--- config.mk ---
export PLATFORM = sky130hd
export DESIGN_NAME = valu_issue_ctrl
export DESIGN_NICKNAME = d
export VERILOG_FILES = /design/src/rtl/valu_pkg.sv /design/src/rtl/valu_issue_perf.sv /design/src/rtl/valu_issue_ctrl.sv
export SDC_FILE = /design/constraint.sdc
export NUM_CORES = 1
export LEC_CHECK = 0
export ABC_AREA = 1
export CORE_AREA = 8 8 151 153
export DETAILED_ROUTE_END_ITERATION = 12
export DIE_AREA = 0 0 159 161
export HOLD_SLACK_MARGIN = 0.06
export MAX_ROUTING_LAYER = met4
export PLACE_DENSITY = 0.81
export SYNTH_ARGS = -nofsm -noshare
export SYNTH_HDL_FRONTEND = slang
export SYNTH_SLANG_ARGS = --single-unit
--- constraint.sdc ---
create_clock -name clk -period 3.6 [get_ports clk]
set_input_delay 0.72 -clock clk [delete_from_list [all_inputs] [get_ports clk]]
set_output_delay 0.72 -clock clk [all_outputs]
set_load 0.01 [all_outputs]
--- src/rtl/valu_pkg.sv ---
// Shared definitions for the vector ALU issue/retire sequencer.
// Holds the ALU opcode constants, the default vector geometry, the packed
// vector type and the sequencer state encoding.
package valu_pkg;

    localparam int unsigned DATA_WIDTH    = 8;
    localparam int unsigned LANES         = 8;
    localparam int unsigned SELECTOR_SIZE = 4;

    localparam logic [SELECTOR_SIZE-1:0] OP_VADD  = 4'b0100;
    localparam logic [SELECTOR_SIZE-1:0] OP_VADDI = 4'b1100;
    localparam logic [SELECTOR_SIZE-1:0] OP_VSUB  = 4'b1101;
    localparam logic [SELECTOR_SIZE-1:0] OP_VFMUL = 4'b0101;

    typedef logic [LANES-1:0][DATA_WIDTH-1:0] vec_t;

    typedef enum logic [1:0] {
        IDLE,
        EXEC,
        HOLD
    } issue_state_e;

endpackage

--- src/rtl/valu_issue_perf.sv ---
// Performance counters for the vector ALU sequencer.
// Ports:
//   clk, rst_n   clock and asynchronous active-low reset
//   wb_valid     writeback result presented
//   wb_ready     writeback consumes the result
//   perf_ops     count of writeback handshakes (wraps at 2^32)
//   perf_stall   count of cycles with wb_valid=1 and wb_ready=0 (wraps at 2^32)
module valu_issue_perf (
    input  logic        clk,
    input  logic        rst_n,
    input  logic        wb_valid,
    input  logic        wb_ready,
    output logic [31:0] perf_ops,
    output logic [31:0] perf_stall
);

    always_ff @(posedge clk or negedge rst_n) begin
        if (!rst_n) begin
            perf_ops   <= '0;
            perf_stall <= '0;
        end else begin
            if (wb_valid && wb_ready) begin
                perf_ops <= perf_ops + 32'd1;
            end
            if (wb_valid && !wb_ready) begin
                perf_stall <= perf_stall + 32'd1;
            end
        end
    end

endmodule

--- src/rtl/valu_issue_ctrl.sv ---
// Issue/retire sequencer for the vector ALU.
// Accepts one op from decode (in_valid/in_ready), registers selector and
// operands onto alu_sel/alu_a/alu_b, holds them for an opcode-dependent
// latency, captures alu_out and offers it to writeback (wb_valid/wb_ready).
// Ports:
//   clk, rst_n                 clock and asynchronous active-low reset
//   in_valid/in_ready          decode handshake; in_op, in_rd, in_a, in_b payload
//   alu_sel, alu_a, alu_b      registered drive to the combinational ALU
//   alu_out                    ALU result
//   wb_valid/wb_ready          writeback handshake; wb_rd, wb_data payload
//   busy                       sequencer not idle
//   perf_ops, perf_stall       performance counters (only with VALU_ISSUE_PERF_EN)
// Optional feature macro: VALU_ISSUE_PERF_EN.
module valu_issue_ctrl
    import valu_pkg::*;
#(
    parameter int unsigned DATA_WIDTH    = valu_pkg::DATA_WIDTH,
    parameter int unsigned LANES         = valu_pkg::LANES,
    parameter int unsigned SELECTOR_SIZE = valu_pkg::SELECTOR_SIZE,
    parameter int unsigned REG_AW        = 4,
    parameter int unsigned ADD_LAT       = 1,
    parameter int unsigned MUL_LAT       = 3
) (
    input  logic                             clk,
    input  logic                             rst_n,
    input  logic                             in_valid,
    output logic                             in_ready,
    input  logic [SELECTOR_SIZE-1:0]         in_op,
    input  logic [REG_AW-1:0]                in_rd,
    input  logic [LANES-1:0][DATA_WIDTH-1:0] in_a,
    input  logic [LANES-1:0][DATA_WIDTH-1:0] in_b,
    output logic [SELECTOR_SIZE-1:0]         alu_sel,
    output logic [LANES-1:0][DATA_WIDTH-1:0] alu_a,
    output logic [LANES-1:0][DATA_WIDTH-1:0] alu_b,
    input  logic [LANES-1:0][DATA_WIDTH-1:0] alu_out,
    output logic                             wb_valid,
    input  logic                             wb_ready,
    output logic [REG_AW-1:0]                wb_rd,
    output logic [LANES-1:0][DATA_WIDTH-1:0] wb_data,
`ifdef VALU_ISSUE_PERF_EN
    output logic [31:0]                      perf_ops,
    output logic [31:0]                      perf_stall,
`endif
    output logic                             busy
);

    localparam int unsigned MAX_LAT = (MUL_LAT > ADD_LAT) ? MUL_LAT : ADD_LAT;
    localparam int unsigned CNT_W   = $clog2(MAX_LAT + 1);

    issue_state_e      state;
    logic [CNT_W-1:0]  cnt;
    logic [REG_AW-1:0] rd_reg;
    logic              accept;

    // Cycles left after the accept edge; unknown opcodes take the add latency.
    function automatic logic [CNT_W-1:0] lat_m1(input logic [SELECTOR_SIZE-1:0] op);
        if (op == OP_VFMUL) begin
            return CNT_W'(MUL_LAT - 1);
        end
        return CNT_W'(ADD_LAT - 1);
    endfunction

    assign in_ready = (state == IDLE) || ((state == HOLD) && wb_ready);
    assign accept   = in_valid && in_ready;
    assign busy     = (state != IDLE);

    always_ff @(posedge clk or negedge rst_n) begin
        if (!rst_n) begin
            state    <= IDLE;
            cnt      <= '0;
            rd_reg   <= '0;
            alu_sel  <= '0;
            alu_a    <= '0;
            alu_b    <= '0;
            wb_valid <= 1'b0;
            wb_rd    <= '0;
            wb_data  <= '0;
        end else begin
            case (state)
                IDLE: begin
                    if (accept) begin
                        alu_sel <= in_op;
                        alu_a   <= in_a;
                        alu_b   <= in_b;
                        rd_reg  <= in_rd;
                        cnt     <= lat_m1(in_op);
                        state   <= EXEC;
                    end
                end
                EXEC: begin
                    if (cnt != '0) begin
                        cnt <= cnt - 1'b1;
                    end else begin
                        wb_data  <= alu_out;
                        wb_rd    <= rd_reg;
                        wb_valid <= 1'b1;
                        state    <= HOLD;
                    end
                end
                HOLD: begin
                    if (wb_ready) begin
                        wb_valid <= 1'b0;
                        // Retire and accept share this edge when decode is waiting.
                        if (in_valid) begin
                            alu_sel <= in_op;
                            alu_a   <= in_a;
                            alu_b   <= in_b;
                            rd_reg  <= in_rd;
                            cnt     <= lat_m1(in_op);
                            state   <= EXEC;
                        end else begin
                            state <= IDLE;
                        end
                    end
                end
                default: state <= IDLE;
            endcase
        end
    end

`ifdef VALU_ISSUE_PERF_EN
    valu_issue_perf u_perf (
        .clk        (clk),
        .rst_n      (rst_n),
        .wb_valid   (wb_valid),
        .wb_ready   (wb_ready),
        .perf_ops   (perf_ops),
        .perf_stall (perf_stall)
    );
`endif

endmodule

=== Word level (Yosys, flattened, before mapping) ===
Cells that the tools add are included.

* Register bits after elaboration: 209
* Input port bits: 204
* Word-level logic and storage cells: 92

* Add/subtract/negate cells: 1
* Equality and inequality tests: 8
* Multiplexer cells: 38
* Bitwise gates (word level): 1
* Reductions and logical operators: 14

{| class="wikitable"
|+ Operators with widths
! kind !! number
|-
| 64-bit 2-to-1 mux || 6
|-
| 64-bit one-hot mux with 2 select lines || 2
|-
| 4-bit 2-to-1 mux || 6
|-
| 2-bit 2-to-1 mux || 10
|-
| 4-bit one-hot mux with 2 select lines || 2
|-
| 2-bit one-hot mux with 3 select lines || 2
|-
| 2-bit inequality test, second input constant || 5
|-
| 1-bit 2-to-1 mux || 9
|-
| 2-bit nonzero test || 4
|-
| 3-bit AND reduction || 2
|-
| 5-bit AND reduction || 1
|-
| 4-bit by 3-bit == test with 1-bit output, second input constant || 1
|-
| 4-bit AND reduction || 1
|-
| 3-bit nonzero test || 1
|-
| 2-bit by 1-bit == test with 1-bit output, second input constant || 1
|-
| 2-bit == test, second input constant || 1
|-
| 1-bit logical AND || 2
|-
| 2-bit logical NOT || 1
|-
| 1-bit one-hot mux with 2 select lines || 1
|-
| 2-bit AND reduction || 1
|-
| 2-bit by 1-bit subtractor with 2-bit output, second input constant || 1
|-
| 1-bit logical OR || 1
|-
| 1-bit inverter || 1
|}

=== Depth between registers and ports, before layout ===
* Depth after elaboration: 9
* Mapped depth: 8

=== Worst setup path after synthesis ===
No wires, ideal clock.

* Path type: input to output
* Start: input wb_ready
* End: output in_ready
* Data arrival time: 0.978 ns
* Data required time: 2.880 ns
* Slack: 1.902 ns
* Cell stages on the path: 2
* Path buffers: 0
* Path through: inv_1 > a21oi_1

* Word-level cells in the longest chain between the ends: 2

{| class="wikitable"
|+ RTL lines
! item !! RTL line !! source
|-
| start: declaration || valu_issue_ctrl.sv:37 || <nowiki>input logic wb_ready,</nowiki>
|-
| 1-bit logical AND || valu_issue_ctrl.sv:63 || <nowiki>assign in_ready = (state == IDLE) || ((state == HOLD) && wb_ready);</nowiki>
|-
| 1-bit logical OR || valu_issue_ctrl.sv:63 ||
|-
| end: declaration || valu_issue_ctrl.sv:27 || <nowiki>output logic in_ready,</nowiki>
|}

No other way between the ends.

=== Worst setup path after layout ===
Same ends and word-level chain as after synthesis.

==> impl_metrics.tcl <==
set metrics [dict create \
    largestRegisters "alu_a: 64 flops, alu_b: 64 flops, wb_data: 64 flops" \
    firstDrtPassIters 5 \
    grt_util_met3_pct 8.32 \
    startpoint_type "input port" \
    grt_pass1_wl_um 46200 \
    start_util_pct 40.4 \
    first_iter_violations 676 \
    core_um2 20600 \
    hold_viol_final 0 \
    leakage_nw 6.45 \
    endpoint_kind "primary output" \
    finalCriticalPeriod_ns 2.71 \
    relSlewSlack_pct 45.2 \
    post-route-drc-count 0 \
    grt_pass1_vias 8272 \
    grt_use_total_pct 23.0 \
    seq_area_frac_synth_pct 63.0 \
    drtAntennaViolNets 0 \
    crit_type "in -> out" \
    cellPowerDensity_nw_per_um2 918 \
    fillers 1636 \
    crit_top_cell "clkdlybuf4s50_1" \
    dp_slack_ns 0.900 \
    groute.layer.met2.usage_pct 36.9 \
    die_h_um 161 \
    routedWlPerCell_um 18.5 \
    setup_viol 0 \
    worst_clock_skew_ns 0.0109 \
    final_common_cell "nand2_1" \
    io_pins 407 \
    drive_above_1_share_pct 4.33 \
    path_max_fanout 3 \
    cts_tree "built" \
    timing.setup.tns_ns 0 \
    syn_to_final_growth_pct 60.4 \
    port-buffer-count 406 \
    gp_congestion 0.824 \
    htree_num_levels 1 \
    fin_nets 1505 \
    syn_area_per_cell_um2 8.98 \
    max_freq_mhz 370 \
    dpl.hpwl_um 20700 \
    viasPerCell 4.90 \
    cts_made_buffers 23 \
    holdBufCountCts 0 \
    cts_setup_buffers 0 \
    multi_input_area_um2 2700 \
    cp_top_family "buffers and inverters" \
    worstPathRequired_ns 2.88 \
    min_path_type "in -> async" \
    die_w_um 159 \
    layout_common_cells "420 x nand2_1, 405 x clkdlybuf4s50_1, 209 x dfrtp_1" \
    arrival_ns 1.99 \
    synth_top_area_share_pct 63.0 \
    overflow 0 \
    status "completed" \
    cap_violations 0 \
    cts.path.max_buffers 3 \
    grtUsageMet1_pct 26.4 \
    clk_latency_ns 0.50 \
    worst_slew_pin_slew_ns 0.822 \
    worst_path_max_delay_cell "clkdlybuf4s50_1" \
    syn_nets 1129 \
    yosys_warnings 0 \
    die_area_um2 25600 \
    path_clk_slew_ns 0.06 \
    worstPathCellList "clkdlybuf4s50_1 -> inv_1 -> a21oi_1 -> clkdlybuf4s50_1" \
    routed_wl_um 29400 \
    crit_buf_inv 3 \
    top_usage_layer "met2" \
    synth_area_leader_cell "dfrtp_1" \
    rsz0062_at_grt "false" \
    finalCritPeriodShare_pct 75.2 \
    clockRootBuffer "clkbuf_16" \
    syn_area_um2 8300 \
    regArea_um2 5230 \
    antenna_found_initial 3 \
    cts.sinks 209 \
    peakVddDrop_mv 0.716 \
    drv_slew 0 \
    postCtsResizedCells 0 \
    ys_seq_elements 209 \
    rows 53 \
    num_vias 7805 \
    grt_max_degree 138 \
    slowest_delay_ns 0.58 \
    synth_cell_types 15 \
    setup_ws_ns 0.894 \
    synth_cells 924 \
    synth_area_leaders "dfrtp_1 63%, nand2_1 19%, nand3_1 12%, buf_2 3.1%, buf_4 0.63%" \
]
==> layout make-up <==
class | instances | share of cell area [%]
flip-flops and latches | 209 | 39.3
diodes | 3 | 0.0564
inverters | 11 | 0.310
clock inverters | 9 | 0.977
multi-input cells | 637 | 20.3
well taps | 275 | 2.58
repair buffers | 418 | 31.6
clock buffers | 31 | 4.92
==> cells by family after synthesis <==
kind of cell    synth area share, %
simple gates                   31.9
buf+inv                        4.81
fa+ha+maj                     0.151
compound gates                0.121
flops                          63.0
==> report_power, final <==
group	total, mW	internal, mW	switching (mW)	leakage [nW]
clock	2.43	1.49	0.944	0.385
combinational	5.61	2.78	2.83	3.49
sequential	4.18	3.53	0.645	2.57
==> path summary, 6_finish.rpt <==
check                       startpoint  cells after the start  slack [ns]           to
max                           wb_ready                      4        0.89     in_ready
min reg2reg                wb_data[63]                      2        0.47  wb_data[63]
min                              rst_n                      1        0.31  wb_data[19]
max reg2reg                   state[1]                      7        1.68  wb_data[60]
min in group clk           wb_data[63]                      2        0.47  wb_data[63]
max in group asynchronous        rst_n                      2        2.41    alu_b[59]
==> stage by stage <==
step / power [mW] / cells / instance area, um^2 / utilization (%) / hold WS [ns]
2_1_floorplan: 6.56 / 924 / 8300 / - / 0.424
3_3_place_gp: 9.72 / 1550 / 12500 / 60.9 / 0.452
3_5_place_dp: 9.87 / 1550 / 12500 / 60.9 / 0.457
4_1_cts: 12.4 / 1590 / 13300 / 64.7 / 0.351
5_1_grt: 13.0 / 1593 / 13300 / 64.8 / 0.383
6_report: 12.2 / 1593 / 13300 / 64.8 / 0.315
==> synthesized netlist by cell type <==
master,number
buf_2,52
nor2_1,3
o21ai_0,1
nand3_2,1
a21oi_1,1
buf_6,2
buf_4,7
ha_1,1
clkbuf_1,6
nor3_1,1
inv_2,2
inv_1,9
dfrtp_1,209
nand2_1,422
nand3_1,207
==> per-layer routing <==
metal	up-vias	wire (um)
met5	-	0
met4	0	924
met3	60	2980
met2	351	14300
met1	3692	11200
li1	3702	-
No activity file was read; power rests on OpenSTA's default activity.
